[config.mk]
export PLATFORM = sky130hd
export DESIGN_NAME = instr_queue
export DESIGN_NICKNAME = d
export VERILOG_FILES = /design/src/rtl/riscv_pkg.sv /design/src/rtl/instr_queue_mem.sv /design/src/rtl/instr_queue.sv
export SDC_FILE = /design/constraint.sdc
export NUM_CORES = 1
export LEC_CHECK = 0
export BUFFER_PORTS_ARGS = -buffer_cell sky130_fd_sc_hd__buf_2
export CAP_MARGIN = 20
export CORE_ASPECT_RATIO = 0.9
export CORE_MARGIN = 2
export CORE_UTILIZATION = 55
export DETAILED_ROUTE_END_ITERATION = 10
export MAX_ROUTING_LAYER = met4
export PLACE_DENSITY = 0.77
export SLEW_MARGIN = 0
export SYNTH_ARGS = -nofsm -noshare
export SYNTH_HDL_FRONTEND = slang
export SYNTH_HIERARCHICAL = 1
export SYNTH_SLANG_ARGS = --single-unit
[constraint.sdc]
create_clock -name clk -period 9.85 [get_ports clk]
set_input_delay 1.4775 -clock clk [delete_from_list [all_inputs] [get_ports clk]]
set_output_delay 1.4775 -clock clk [all_outputs]
set_load 0.01 [all_outputs]
[src/rtl/riscv_pkg.sv]
// Shared instruction-path types for the fetch -> dispatch boundary.
package riscv_pkg;

  localparam int INSTR_W = 32;
  localparam int PC_W    = 32;

  typedef struct packed {
    logic [PC_W-1:0]    pc;
    logic [INSTR_W-1:0] instr;
  } iq_entry_t;

endpackage

[src/rtl/instr_queue_mem.sv]
// Entry storage for the instruction queue: one synchronous write port and one
// asynchronous read port. Contents are never cleared, only overwritten.
module instr_queue_mem
  import riscv_pkg::*;
#(
  parameter int DEPTH = 4,
  parameter int W     = $bits(iq_entry_t),
  localparam int AW   = $clog2(DEPTH)
) (
  input  logic          clk,
  input  logic          we,
  input  logic [AW-1:0] waddr,
  input  logic [W-1:0]  wdata,
  input  logic [AW-1:0] raddr,
  output logic [W-1:0]  rdata
);

  logic [W-1:0] mem [DEPTH];

  always_ff @(posedge clk) begin
    if (we) mem[waddr] <= wdata;
  end

  assign rdata = mem[raddr];

endmodule

[src/rtl/instr_queue.sv]
// Circular FWFT queue between fetch and dispatch with single-cycle flush.
// Pointers carry an extra wrap bit so full and empty are distinguishable.
module instr_queue #(
  parameter int DEPTH  = 4,
  parameter int DATA_W = riscv_pkg::INSTR_W,
  parameter int PC_W   = riscv_pkg::PC_W
) (
  input  logic                     clk,
  input  logic                     rst,
  input  logic                     wr_en,
  input  logic [DATA_W-1:0]        wr_instr,
  input  logic [PC_W-1:0]          wr_pc,
  output logic                     full,
  input  logic                     rd_en,
  output logic [DATA_W-1:0]        rd_instr,
  output logic [PC_W-1:0]          rd_pc,
  output logic                     empty,
  input  logic                     flush,
  output logic [$clog2(DEPTH):0]   count
);

  localparam int AW = $clog2(DEPTH);
  localparam int EW = PC_W + DATA_W;

  logic [AW:0]   wr_ptr;
  logic [AW:0]   rd_ptr;
  logic          push;
  logic          pop;
  logic          mem_we;
  logic [EW-1:0] head;

  assign empty = (wr_ptr == rd_ptr);
  assign full  = (wr_ptr[AW-1:0] == rd_ptr[AW-1:0]) && (wr_ptr[AW] != rd_ptr[AW]);
  assign count = wr_ptr - rd_ptr;

  // full/empty come from registered pointers only, so a pop never frees a slot
  // for a push in the same cycle.
  assign push   = wr_en && !full;
  assign pop    = rd_en && !empty;
  assign mem_we = push && !flush && !rst;

  always_ff @(posedge clk) begin
    if (rst || flush) begin
      wr_ptr <= '0;
      rd_ptr <= '0;
    end else begin
      if (push) wr_ptr <= wr_ptr + 1'b1;
      if (pop)  rd_ptr <= rd_ptr + 1'b1;
    end
  end

  instr_queue_mem #(
    .DEPTH (DEPTH),
    .W     (EW)
  ) u_mem (
    .clk   (clk),
    .we    (mem_we),
    .waddr (wr_ptr[AW-1:0]),
    .wdata ({wr_pc, wr_instr}),
    .raddr (rd_ptr[AW-1:0]),
    .rdata (head)
  );

  assign rd_instr = empty ? '0 : head[DATA_W-1:0];
  assign rd_pc    = empty ? '0 : head[EW-1:DATA_W];

endmodule

==> results.toml, run 1 <==
[routing]
wl_mm = 17.6
vias = 4762
wl_per_cell_um = 20.1
drt_iter0_markers = 367
dr_wl_met3_mm = 1.00
top_layer_used = "met4"
ant_nets = 0
drc_errors = 0
wl_met2_mm = 9.03
drt_first_pass_iters = 4
wl_met1_mm = 7.21
viasPerCell = 5.44

[synthesis]
synth_top_family_by_area = "multiplexers"
netlist-cell-type-count = 33
yosys.area_share.xor_xnor_pct = 0.244
ys_warn_count = 6
synthArstFlopShare_pct = 0
synth_area_um2 = 10200
syn-num-nets = 533
synth-main-ff-cell = "edfxtp_1"
synthesis.instances = 459
seq_area_frac_synth_pct = 76.2
yosys.area_share.simple_pct = 5.06
synth_compound_gate_area_share_pct = 0.611
synth_edf_count = 256
synth_mux_area_share_pct = 14.6
synth_fa_ha_area_share_pct = 0.684
synth-seq-cells = 262
syn_avg_cell_area_um2 = 22.3

[place]
pre_cts_ws_ps = 5620
portBuffers = 137
dp_hpwl_mm = 10.2
place_congestion = 0.740
placed_cells = 823

[worst_setup_path]
start_kind = "register"
path_cells = "inv_1 -> ha_1 -> and2_1 -> and2_4 -> nor2b_1 -> buf_2"
crit_required_ps = 8370
slowest_stage = "dfxtp_4"
cp-end-kind = "output pin"
critPathKind = "reg -> out"
slowest_delay_ps = 1000
worstPathArrival_ps = 3230
cp_max_fo = 68

[timing]
drv_slew = 0
tns_ps = 0
hold_violations = 0
fin_ws_ps = 5140
rsz0062_at_grt = "false"
setup_viol = 0
fmax_mhz = 212
min_period_ps = 4710
period_share_pct = 47.8
finClkSkew_ps = 28.5
tightest_slew_ps = 1010
relSlewSlack_pct = 32.4

[die]
coreArea_um2 = 18300
die_y_um = 133
dieArea_um2 = 19700
io_pins = 138
row_count = 47
start_util_pct = 55.8
dieWidth_um = 148

[clock_tree]
root_buffer = "clkbuf_16"
cts_sinks = 262
path_clk_slew_ps = 70
cts_resized = 0
cts_tree = "done"
hold_buffers = 0
cts_buffer_depth = 3
htreeDepth = 1
cts_setup_buffers = 0
clk_latency_ps = 530
numCtsBuffers = 26

[power]
power_mw = 2.32
p_leak_nw = 4.07
p_per_area_nw_per_um2 = 194
vdd_drop_max_mv = 0.180

[hold_path]
hp-class = "reg -> reg"

[global_route]
gr-total-overflow = 0
antenna_found_initial = 4
grt_pass1_wl_mm = 28.1
grt_pass1_vias = 5147
grt.total_usage_pct = 19.0
grt_max_degree = 69

[final_layout]
fillers = 1246
nets = 681
synthToLayoutAreaGrowth_pct = 17.0
final_core_util_pct = 65.3
drive_gt1_share_pct = 40.1
fin_cells = 876

[status]
status = "completed"

[flow_run]
maxCapViolCount = 0
## worst max-delay path: cells and delay by family, from the launching register on
family                   cells  cell delay, ps
adder cells (fa/ha/maj)      1             330
flip-flops                   1            1000
buffers and inverters        2             310
AND/OR/NAND/NOR              3            1040
## layout make-up
class | count | area, um^2 | share of cell area (%)
Timing Repair Buffer | 142 | 756 | 6.31
Clock inverter | 15 | 193 | 1.61
Antenna cell | 5 | 12.5 | 0.104
Inverter | 8 | 30.0 | 0.251
Clock buffer | 32 | 683 | 5.70
Multi-Input combinational cell | 167 | 2190 | 18.3
Sequential cell | 262 | 7820 | 65.2
Tap cell | 245 | 307 | 2.56
## sequential cells by signal, summed over array words and instances (netlist names)
signal and cells:
wr_ptr 3, u_mem/mem 256, rd_ptr 3
## cells in the final DEF, fill, tap and decap left out, types with 2 or more instances in the layout
cell type,n
clkinv_1,2
buf_2,137
dfxtp_4,2
and3b_4,2
bufinv_16,4
edfxtp_1,256
and2_1,2
dfxtp_1,4
clkbuf_1,5
diode_2,5
mux2i_1,4
mux4_2,60
clkinv_2,6
ha_1,4
nor2_1,2
inv_1,8
clkbuf_16,26
buf_4,3
mux4_1,4
nand2_1,8
nor2b_1,65
## final timing paths
kind | cells past startpoint | end | slack [ps] | start
hold / removal | 2 | wr_ptr[0]$_SDFFE_PP0P_ | 580 | wr_ptr[0]$_SDFFE_PP0P_
setup reg to reg | 6 | u_mem/mem[3][27]$_DFFE_PP_ | 6570 | rd_ptr[1]$_SDFFE_PP0P_
setup / recovery | 6 | rd_pc[29] | 5140 | rd_ptr[1]$_SDFFE_PP0P_
hold reg to reg | 2 | wr_ptr[0]$_SDFFE_PP0P_ | 580 | wr_ptr[0]$_SDFFE_PP0P_
## report_power, final
part | total (mW) | switching (mW) | internal (mW) | leakage [nW]
clock network | 0.989 | 0.389 | 0.600 | 0.430
registers | 1.24 | 0.00453 | 1.23 | 2.36
logic | 0.0946 | 0.0527 | 0.0419 | 1.27
total | 2.32 | 0.447 | 1.88 | 4.07
## cell families (layout without fill, tap and decap cells)
| logic type | after synthesis | count (layout) |
|---|---|---|
| xor gates and xnor gates | 2 | 2 |
| and+or+nand+nor | 85 | 85 |
| muxes | 68 | 68 |
| buffers and inverters | 30 | 197 |
| other | 0 | 5 |
| DFF | 262 | 262 |
| AOI/OAI and AO/OA | 7 | 7 |
| adders and majority gates | 5 | 5 |
## synthesized netlist by cell type (2+ instances only)
cell      instances  area (um^2)
edfxtp_1        256         7690
nor2b_1          65          407
mux4_2           60         1350
buf_2             8         40.0
inv_1             8         30.0
nand2_1           8         30.0
buf_12            6          120
buf_6             6         67.6
dfxtp_1           6          120
ha_1              4         50.1
mux2i_1           4         40.0
mux4_1            4          105
and2_1            2         12.5
and3b_1           2         17.5
nor2_1            2         7.51
## routing by layer
metal  vias up  global-route usage [%]
li1       2175                       -
met1      2432                    24.5
met2       127                    31.4
met3        28                    4.04
met4         0                    4.76
met5         -                       -
## metrics by stage
stage	hold slack, ps	cell area, um^2
2_1_floorplan	488	10200
3_3_place_gp	525	11000
3_5_place_dp	579	11100
4_1_cts	587	12000
5_1_grt	624	12000
6_report	584	12000
Power figures use the tool's default switching activity.
==> run 2: changes to the inputs <==
CORE_UTILIZATION = 52   (was 55)
PLACE_DENSITY = 0.76   (was 0.77)
clock period = 3.9 ns   (was 9.85 ns; I/O delays follow)
==> results.toml, run 2 (synthesis gave the netlist of run 1 again) <==
[timing]
setup_viol = 0
hold_violations = 0
drv_slew = 0
min_period_ps = 3320
tightest_slew_ps = 799
finClkSkew_ps = 8.61
period_share_pct = 85.1
fin_ws_ps = 580
rsz0062_at_grt = "false"
tns_ps = 0
fmax_mhz = 301
relSlewSlack_pct = 46.7

[worst_setup_path]
crit_family = "simple AND/OR/NAND/NOR gates"
cp_max_fo = 66
rr_endpoint = "u_mem/mem[3][43]$_DFFE_PP_"
crit_path_start = "rd_ptr[1]$_SDFFE_PP0P_"
worstPathArrival_ps = 2740
start_kind = "register"
cp_num_buf_inv = 2
crit_required_ps = 3310
critPathKind = "reg -> out"
critical_path_depth = 6
slowest_delay_ps = 670
slowest_stage = "and2_4"
path_cells = "inv_1 -> ha_1 -> and2_1 -> and2_4 -> nor2b_1 -> buf_2"
r2r_cells = 7
ff2ff_setup_slack_ps = 1060
cp-end-kind = "output pin"
r2r-start = "rd_ptr[1]$_SDFFE_PP0P_"
cp-endpoint = "rd_pc[14]"

[clock_tree]
cts_resized = 0
cts_tree = "done"
cts_setup_buffers = 0
cts_sinks = 262
htreeDepth = 1
cts_buffer_depth = 3
clk_latency_ps = 510
root_buffer = "clkbuf_16"
numCtsBuffers = 25
hold_buffers = 0
path_clk_slew_ps = 60

[place]
place_congestion = 0.835
dp_hpwl_mm = 11.1
placed_cells = 832
pre_cts_ws_ps = 1080
dpl-instance-area_um2 = 11100
portBuffers = 137

[status]
status = "completed"

[die]
start_util_pct = 53.1
row_count = 48
dieArea_um2 = 20800
io_pins = 138
dieWidth_um = 152
die_y_um = 137
coreArea_um2 = 19300

[final_layout]
largest_register_ffs = 256
nets = 683
fin_cells = 881
drive_gt1_share_pct = 39.2
final_cell_mix = "256 x edfxtp_1, 137 x buf_2, 65 x nor2b_1"
synthToLayoutAreaGrowth_pct = 16.4
stdcell_area_um2 = 11900
fillers = 1353
final_common_cell = "edfxtp_1"
top_register = "u_mem/mem"
largestRegisters = "u_mem/mem x256, rd_ptr x3, wr_ptr x3"

[routing]
drt_first_pass_iters = 4
wl_mm = 18.6
wl_per_cell_um = 21.1
ant_nets = 0
drc_errors = 0
drt_iter0_markers = 325
vias = 4855
viasPerCell = 5.51

[hold_path]
hp-class = "in -> reg"

[global_route]
grt_pass1_wl_mm = 28.7
gr-total-overflow = 0
grt_pass1_vias = 5097
antenna_found_initial = 4
grt_max_degree = 67
grt.total_usage_pct = 18.6

[power]
vdd_drop_max_mv = 0.340
p_per_area_nw_per_um2 = 471
p_leak_nw = 4.02

[flow_run]
maxCapViolCount = 0
## run 2: power breakdown
| group | switching [mW] | total [mW] | internal (mW) |
|---|---|---|---|
| sequential | 0.0104 | 3.13 | 3.12 |
| clock | 0.935 | 2.24 | 1.30 |
| combinational | 0.139 | 0.247 | 0.108 |
## run 2: worst reg2reg max path, cell delays in order (launching register included)
cell	delay (ps)
dfxtp_4	620
inv_1	100
ha_1	290
nand2_1	120
o21a_1	190
and2_1	210
and3_4	730
buf_12	280
## run 2: worst min-delay path by stage
stage / start / end / depth (start not counted)
5_1_grt: wr_pc[4] / u_mem/mem[2][36]$_DFFE_PP_ / 1
2_1_floorplan: rd_ptr[0]$_SDFFE_PP0P_ / rd_ptr[0]$_SDFFE_PP0P_ / 2
6_report: wr_pc[24] / u_mem/mem[3][56]$_DFFE_PP_ / 1
3_3_place_gp: wr_ptr[0]$_SDFFE_PP0P_ / wr_ptr[0]$_SDFFE_PP0P_ / 2
4_1_cts: wr_instr[16] / u_mem/mem[0][16]$_DFFE_PP_ / 1
3_5_place_dp: wr_ptr[0]$_SDFFE_PP0P_ / wr_ptr[0]$_SDFFE_PP0P_ / 2
## run 2: stage by stage
stage          util (%)  hold slack, ps  total power [mW]
2_1_floorplan         -             488              3.33
3_3_place_gp       57.8             557              3.43
3_5_place_dp       57.8             586              3.44
4_1_cts            61.8             271              5.67
5_1_grt            61.8             275              5.80
6_report           61.8             290              5.62
## run 2: final cells by class
class                      count  area, um^2  area share, %
multi-input combinational    167        2200           18.4
clock inverter                 8        62.6          0.525
timing repair buffer         145         796           6.67
tap                          250         313           2.62
sequential                   262        7820           65.5
clock buffer                  37         701           5.88
inverter                       8        30.0          0.252
antenna                        4        10.0         0.0840
## run 2: per-layer routing
layer,up-vias,routed length (um),global-route usage [%]
met4,0,341,4.52
met2,159,9050,29.5
met3,28,1360,5.13
met1,2499,7810,24.5
li1,2169,-,-
met5,-,0,-
